**config.mk**
```make
export PLATFORM = sky130hd
export DESIGN_NAME = io_command_queue
export DESIGN_NICKNAME = d
export VERILOG_FILES = /design/src/rtl/io_command_queue_pkg.sv /design/src/rtl/io_command_queue_mem.sv /design/src/rtl/io_command_queue.sv
export SDC_FILE = /design/constraint.sdc
export NUM_CORES = 1
export LEC_CHECK = 0
export CORE_UTILIZATION = 30
export DETAILED_ROUTE_END_ITERATION = 8
export SYNTH_ARGS = -nofsm -noshare
export SYNTH_HDL_FRONTEND = slang
export SYNTH_SLANG_ARGS = --single-unit
```
**constraint.sdc**
```tcl
create_clock -name sys_clk -period 3.45 [get_ports sys_clk]
set_input_delay 0.69 -clock sys_clk [delete_from_list [all_inputs] [get_ports sys_clk]]
set_output_delay 0.69 -clock sys_clk [all_outputs]
set_load 0.02 [all_outputs]
```
**src/rtl/io_command_queue_pkg.sv**
```systemverilog
// Shared IO definitions for the command queue.
//  - IO_DATA_W       : width of the address and data fields of a command
//  - IO_BASE_ADDR    : first absolute address of the IO window
//  - IO_TOTAL_BYTES  : size of the IO window in bytes
//  - io_cmd_t        : one queued command {minor, addr, data, dest}
//  - addr_in_window  : unsigned, inclusive window test on an absolute address
package io_command_queue_pkg;

  localparam int IO_DATA_W      = 16;
  localparam int IO_BASE_ADDR   = 384;
  localparam int IO_TOTAL_BYTES = 128;

  typedef struct packed {
    logic [3:0]           minor;
    logic [IO_DATA_W-1:0] addr;
    logic [IO_DATA_W-1:0] data;
    logic [3:0]           dest;
  } io_cmd_t;

  // Compare in 32 bits so base+size cannot wrap in the address width.
  function automatic logic addr_in_window(input logic [IO_DATA_W-1:0] a,
                                          input logic [31:0]          base,
                                          input logic [31:0]          size);
    logic [31:0] w_a;
    w_a = 32'(a);
    return (w_a >= base) && (w_a <= (base + size - 32'd1));
  endfunction

endpackage

```
**src/rtl/io_command_queue_mem.sv**
```systemverilog
// io_cmd_fifo_mem: DEPTH x io_cmd_t register array, one write port, one
// asynchronous read port. Storage is not reset; validity is tracked by the
// owner of the pointers.
//  i_clk   : clock (rising edge)
//  i_we    : write strobe (already qualified by the caller)
//  i_waddr : write index
//  i_wdata : command written at i_waddr
//  i_raddr : read index
//  o_rdata : command stored at i_raddr
module io_cmd_fifo_mem
  import io_command_queue_pkg::*;
#(
  parameter int DEPTH = 4
) (
  input  logic                     i_clk,
  input  logic                     i_we,
  input  logic [$clog2(DEPTH)-1:0] i_waddr,
  input  io_cmd_t                  i_wdata,
  input  logic [$clog2(DEPTH)-1:0] i_raddr,
  output io_cmd_t                  o_rdata
);

  io_cmd_t r_mem [DEPTH];

  always_ff @(posedge i_clk) begin
    if (i_we) r_mem[i_waddr] <= i_wdata;
  end

  assign o_rdata = r_mem[i_raddr];

endmodule

```
**src/rtl/io_command_queue.sv**
```systemverilog
// io_command_queue: elastic FIFO between the core IO issue port and the IO
// manager command port. Commands outside the IO window are accepted on the
// handshake but dropped, raising a sticky RangeError.
//  sys_clk / clk_en / sync_rst : clock, global enable, sync active-low reset
//  InACK/InREQ + In*           : upstream valid / ready and command fields
//  CommandACK/CommandREQ + *Out: head valid / IO manager accept and head fields
//  Occupancy                   : entry count 0..DEPTH
//  RangeError / ErrorClear     : sticky drop flag and its clear pulse
module io_command_queue
  import io_command_queue_pkg::*;
#(
  parameter int DATABITWIDTH = IO_DATA_W,
  parameter int DEPTH        = 4,
  parameter int IOBASEADDR   = IO_BASE_ADDR,
  parameter int TOTALIOBYTES = IO_TOTAL_BYTES
) (
  input  logic                      sys_clk,
  input  logic                      clk_en,
  input  logic                      sync_rst,
  input  logic                      InACK,
  output logic                      InREQ,
  input  logic [3:0]                InMinorOpcode,
  input  logic [DATABITWIDTH-1:0]   InAddress,
  input  logic [DATABITWIDTH-1:0]   InData,
  input  logic [3:0]                InDestReg,
  output logic                      CommandACK,
  input  logic                      CommandREQ,
  output logic [3:0]                MinorOpcodeOut,
  output logic [DATABITWIDTH-1:0]   CommandAddressOut,
  output logic [DATABITWIDTH-1:0]   CommandDataOut,
  output logic [3:0]                CommandDestReg,
  output logic [$clog2(DEPTH):0]    Occupancy,
  output logic                      RangeError,
  input  logic                      ErrorClear
);

  localparam int AW = $clog2(DEPTH);
  localparam int CW = AW + 1;

  logic [AW-1:0] r_wr_ptr, r_rd_ptr;
  logic [CW-1:0] r_count;
  logic          r_range_err;

  logic    w_full, w_empty, w_in_range;
  logic    w_enq_hs, w_wr, w_rd;
  io_cmd_t w_wdata, w_head;

  assign w_full  = (r_count == CW'(DEPTH));
  assign w_empty = (r_count == '0);

  // Ready depends on state only, so a full queue refuses even when the head
  // is leaving in the same cycle.
  assign InREQ      = !w_full;
  assign CommandACK = !w_empty;

  assign w_in_range = addr_in_window(InAddress, 32'(IOBASEADDR), 32'(TOTALIOBYTES));
  assign w_enq_hs   = InACK && InREQ && clk_en;
  assign w_wr       = w_enq_hs && w_in_range;
  assign w_rd       = CommandACK && CommandREQ && clk_en;

  assign w_wdata = '{minor: InMinorOpcode, addr: InAddress, data: InData, dest: InDestReg};

  io_cmd_fifo_mem #(.DEPTH(DEPTH)) u_mem (
    .i_clk   (sys_clk),
    .i_we    (w_wr),
    .i_waddr (r_wr_ptr),
    .i_wdata (w_wdata),
    .i_raddr (r_rd_ptr),
    .o_rdata (w_head)
  );

  always_ff @(posedge sys_clk) begin
    if (!sync_rst) begin
      r_wr_ptr    <= '0;
      r_rd_ptr    <= '0;
      r_count     <= '0;
      r_range_err <= 1'b0;
    end else if (clk_en) begin
      if (w_wr) r_wr_ptr <= r_wr_ptr + AW'(1);
      if (w_rd) r_rd_ptr <= r_rd_ptr + AW'(1);
      if (w_wr && !w_rd)      r_count <= r_count + CW'(1);
      else if (!w_wr && w_rd) r_count <= r_count - CW'(1);
      // A new drop outranks a clear arriving in the same cycle.
      if (w_enq_hs && !w_in_range) r_range_err <= 1'b1;
      else if (ErrorClear)         r_range_err <= 1'b0;
    end
  end

  assign Occupancy  = r_count;
  assign RangeError = r_range_err;

  // Storage is unreset; mask the head so an empty queue reads as zero.
  assign MinorOpcodeOut    = CommandACK ? w_head.minor : '0;
  assign CommandAddressOut = CommandACK ? w_head.addr  : '0;
  assign CommandDataOut    = CommandACK ? w_head.data  : '0;
  assign CommandDestReg    = CommandACK ? w_head.dest  : '0;

endmodule

```
# Word level (Yosys, flattened, before mapping)

Memory sizes are Yosys's and may differ from the RTL's. A register that Yosys moved wholly into a read port is not among the register bits.
Cells that the tools add are included.

Memories: 1
Bits in registers: 8
Bits of input ports: 46
Bits in writable memories: 160
Output and inout bits: 46

Memory list:

| memory      | words | bits a word | read ports | clocked after Yosys merged registers in | write ports | line                       | RTL |
|---|---|---|---|---|---|---|---|
| u_mem.r_mem | 4     | 40          | 1          | 1                                       | 1           | io_command_queue_mem.sv:23 | `io_cmd_t r_mem [DEPTH];` |

Multiplexer cells: 12
Eq/ne operators: 1
Order comparisons: 2
Add/sub/neg operators: 4
Reduce and logical (&&, ||, !) cells: 21

Operator list:

| cell                | count |
|---|---|
| $mux 16             | 2 |
| $ge 16x9->1 const B | 1 |
| $le 16x9->1 const B | 1 |
| $logic_and 1x1->1   | 9 |
| $mux 4              | 2 |
| $reduce_and 2->1    | 4 |
| $mux 3              | 2 |
| $logic_not 1->1     | 5 |
| $add 2x1->2 const B | 2 |
| $mux 1              | 4 |
| $mux 2              | 2 |
| $reduce_bool 2->1   | 2 |
| $add 3x1->3 const B | 1 |
| $eq 3x3->1 const B  | 1 |
| $logic_not 3->1     | 1 |
| $sub 3x1->3 const B | 1 |

# Depth between registers and ports, before layout

Depth after elaboration: 9
Mapped depth: 8
Mapped depth without buffers: 8

# Hierarchy

A second synthesis with hierarchy kept.

Cells, all modules: 301
Area total of the unflattened synthesis: 6548.8 um^2

Modules (own cells, without submodules):

| module           | cells an instance | area each (um^2) | seq. area each (um^2) | instances |
|---|---|---|---|---|
| io_cmd_fifo_mem  | 213               | 5848.1           | 4804.6                | 1 |
| io_command_queue | 88                | 700.7            | 160.2                 | 1 |

# Least setup slack after synthesis

No wires, ideal clock.

Path type: in2reg
Start: in InAddress[13]
End: reg r_count[2], in the netlist Occupancy[2]
Library setup time: 0.070 ns
Arrival time: 2.845 ns
Setup slack: 0.535 ns
Buffers on the path: 0
Stages on the path: 8
Cell sequence: or4_4 nor4_4 ha_1 inv_1 fa_1 xor2_1 or3_1 a21oi_1

Word-level cells in the longest chain between the ends: 7
Elaborated cells on any way between the ends: 10
Those cells by class: 2 x order compare; 1 x mux; 7 x reduce/logical

RTL lines:

| element                                    | line                       | RTL |
|---|---|---|
| start: declaration                         | io_command_queue.sv:23     | `input logic [DATABITWIDTH-1:0] InAddress,` |
| $ge 16x9->1 or $le 16x9->1 (tied branches) | io_command_queue_pkg.sv:26 | `return (w_a >= base) && (w_a <= (base + size - 32'd1));` |
| $logic_and 1x1->1 *                        | io_command_queue_pkg.sv:26 |  |
| $logic_and 1x1->1 *                        | io_command_queue.sv:58     | `assign w_wr = w_enq_hs && w_in_range;` |
| $logic_not 1->1                            | io_command_queue.sv:82     | `else if (!w_wr && w_rd) r_count <= r_count - CW'(1);` |
| $logic_and 1x1->1                          | io_command_queue.sv:82     |  |
| $reduce_bool 2->1 (no source line)         | n/a                        |  |
| $reduce_and 2->1 (no source line)          | n/a                        |  |
| end signal: assignment                     | io_command_queue.sv:81     | `if (w_wr && !w_rd) r_count <= r_count + CW'(1);` |
| end signal: assignment                     | io_command_queue.sv:82     |  |
| end: declaration                           | io_command_queue.sv:41     | `logic [CW-1:0] r_count;` |

Mark *: on every way between the ends. The rest lies on a longest branch, timed or not.
A chain may end at the register's enable or synchronous reset.

# Worst setup path after layout

Start: reg r_count[1], in the netlist Occupancy[1]
End: out CommandAddressOut[9]

Word-level cells in the longest chain between the ends: 2

RTL lines:

| element          | line                   | RTL |
|---|---|---|
| $logic_not 3->1  | io_command_queue.sv:49 | `assign w_empty = (r_count == '0);` |
| $mux 16          | io_command_queue.sv:94 | `assign CommandAddressOut = CommandACK ? w_head.addr : '0;` |
| end: declaration | io_command_queue.sv:29 | `output logic [DATABITWIDTH-1:0] CommandAddressOut,` |

Every way passes these cells.

==> reports/metrics.csv <==
stage,metric,value,unit
status,status,"complete, no violations",
clock_tree,cts-root-buf,clkbuf_16,
yosys,synth_area_leaders,"edfxtp_1 73%, mux4_2 14%, and2_1 3.8%",
yosys,yosysTopAreaCell,edfxtp_1,
hold_path,worstHoldStart,r_rd_ptr[1],
global_routing,grt_pass1_vias,3527,
power_and_ir_drop,max-vdd-ir-drop,0.260,mV
yosys,seq_area_frac_synth,0.762,
timing,finalMaxSlewViolations,0,
yosys,synthArstFlopShare,0,
floorplan,die_y,150,um
worst_setup_path,reg2reg_slack,1030,ps
worst_setup_path,start_kind,flop,
place,hpwl,8.25,mm
timing,period_minus_slack,3230,ps
timing,post-route-period-util,0.936,
yosys,ys_types,27,
floorplan,start_util,0.309,
place,dp.cells,679,
clock_tree,ctsResizeCount,0,
power_and_ir_drop,powerDensity,492,mW/mm^2
layout,fin_cells,711,
layout,nNetsFinal,475,
yosys,ys_ff_latch,170,
layout,nFillCells,1913,
worst_setup_path,reg2reg_to,Occupancy[2],
clock_tree,clk_pin_slew,60,ps
timing,grt_setup_unrepaired,no,
worst_setup_path,cpPeakStageDelay,850,ps
hold_path,min_path_cells,2,
worst_setup_path,r2r-start,Occupancy[1],
layout,diodes,0,
timing,final.setup.tns,0,ps
yosys,synth_edf_count,160,
worst_setup_path,crit_path_cell_trace,"or3_2, and2_1, clkdlybuf4s50_1",
floorplan,coreArea,0.0212,mm^2
floorplan,ioPinCount,92,
clock_tree,cts_tree,built,
power_and_ir_drop,finalPower,4.19,mW
layout,drive_gt1_frac,0.202,
detailed_routing,viasPerCell,4.57,
detailed_routing,routed_wl,13.1,mm
clock_tree,cts_buffers,17,
worst_setup_path,crit_slowest_cell,or3_2,
detailed_routing,routedWlPerCell,18.4,um
timing,setup_viol,0,
timing,relSlewSlack,0.472,
clock_tree,clock_sinks,170,
clock_tree,cts_max_path_buffers,2,
global_routing,grt_pass1_wl,20.4,mm
clock_tree,cts_htree_levels,4,
worst_setup_path,crit_buf_inv,1,
place,io_buffers,91,
place,gp_congestion,0.735,
detailed_routing,drt_iter0_markers,236,
global_routing,gr-total-overflow,0,
clock_tree,cts_hold_buf,0,
yosys,synth_flop_cell,edfxtp_1,
global_routing,antenna_found_initial,0,
layout,syn_to_final_growth,29.6,%
worst_setup_path,worstSetupPathType,flop to primary output,
yosys,syn_area_per_cell,21.0,um^2
floorplan,std_cell_rows,53,
detailed_routing,drt-pass1-iter-count,4,
job,max_cap_violations,0,
worst_setup_path,arrival,2540,ps
timing,worstMarginPinSlew,791,ps
clock_tree,worst_skew_pair.late_latency,420,ps
layout,finish.utilization,0.401,
yosys,yosysWarnings,0,
yosys,yosys.area.top_type_share,0.732,
power_and_ir_drop,power.static_leakage,2.67,nW
detailed_routing,antenna_left,0,
worst_setup_path,cp_max_fo,41,
worst_setup_path,cp.required,2760,ps
detailed_routing,via_count,3247,
worst_setup_path,crit_family,simple AND/OR/NAND/NOR gates,
hold_path,hp-class,flop to flop,
detailed_routing,drc,0,
worst_setup_path,r2r_cells,7,
yosys,synth_area,0.00657,mm^2
timing,hold_viol,0,
yosys,syn_inst,313,
worst_setup_path,setup.worst_path.end_class,primary output,
floorplan,die_w,150,um
timing,timing.fmax,310,MHz
yosys,syn-num-nets,365,
global_routing,grt_max_degree,42,
timing,fin_skew,9.56,ps
clock_tree,postCtsSetupBuffers,0,
worst_setup_path,crit_cells,3,
global_routing,grt_util_all_layers,0.126,
floorplan,die_area,0.0225,mm^2
worst min-delay path: stages (launching register included):
cell     delay [ps]
dfxtp_1         310
o21ai_0          60
a21oi_1          70
synth_stat cells (2+ instances only):
cell type,n
a21oi_1,2
and2_1,40
and2_2,4
buf_2,4
clkbuf_1,9
dfxtp_1,10
edfxtp_1,160
ha_1,5
inv_1,6
mux2i_1,3
mux4_2,40
nand2_1,7
nor2_1,4
o21ai_0,2
or3_1,4
xor2_1,2
state kept, by name (all words and copies together) (netlist names), named ones only:
name / count
r_wr_ptr: 2
Occupancy: 3
RangeError: 1
r_rd_ptr: 2
u_mem.r_mem: 160
cell usage in the layout (no fill, tap or decap), types with 4 or more instances in the layout:
master / instances
nor2_1: 4
clkdlybuf4s50_1: 91
and2_2: 4
buf_12: 5
dfxtp_1: 8
clkbuf_16: 17
and2_1: 40
nand2_1: 7
mux4_2: 40
edfxtp_1: 160
ha_1: 5
inv_1: 6
buf_4: 8
clkbuf_1: 6
worst max-delay path by stage:
stage | from | endpoint
2_1_floorplan | InAddress[13] | Occupancy[2]
4_1_cts | flop | CommandAddressOut[7]
3_3_place_gp | InAddress[13] | Occupancy[2]
6_report | Occupancy[1] | CommandAddressOut[9]
5_1_grt | flop | CommandAddressOut[7]
3_5_place_dp | InAddress[13] | Occupancy[2]
area by class of cell:
type,count,area [um^2],share of cell area
multi-input cells,124,1490,0.175
flip-flops and latches,170,5010,0.588
well taps,275,344,0.0404
repair buffers,104,1070,0.126
inverters,6,22.5,0.00265
clock inverters,6,88.8,0.0104
clock buffers,26,489,0.0575
report_power, final:
group          switching, mW  internal [mW]  leakage (nW)  total (mW)
Clock                  0.721           1.12         0.275        1.85
Combinational         0.0370         0.0502         0.876      0.0871
Sequential          0.000611           2.25          1.52        2.25
Total                  0.758           3.43          2.67        4.19
through the flow:
step / area (um^2) / setup slack [ps] / hold slack (ps)
2_1_floorplan: 6570 / 535 / 459
5_1_grt: 8510 / 58.0 / 534
4_1_cts: 8510 / 143 / 496
6_report: 8510 / 220 / 490
3_3_place_gp: 7940 / 41.0 / 469
3_5_place_dp: 7940 / -63.5 / 478
cells by family after synthesis:
logic type / count (synthesis) / synth area share
fa+ha+maj: 6 / 0.0126
compound gates: 6 / 0.00572
mux: 43 / 0.142
simple gates: 66 / 0.0623
flops: 170 / 0.762
xor+xnor: 3 / 0.00400
buf+inv: 19 / 0.0116
metal layers:
metal,GRT usage,wire length [um],vias up,part of all wire
met5,0,0,-,0
met3,0.0387,564,13,0.043
met1,0.161,5870,1696,0.45
li1,-,-,1470,-
met2,0.200,6510,68,0.50
met4,0.0460,154,0,0.012
(Power assumes the default switching activity.)
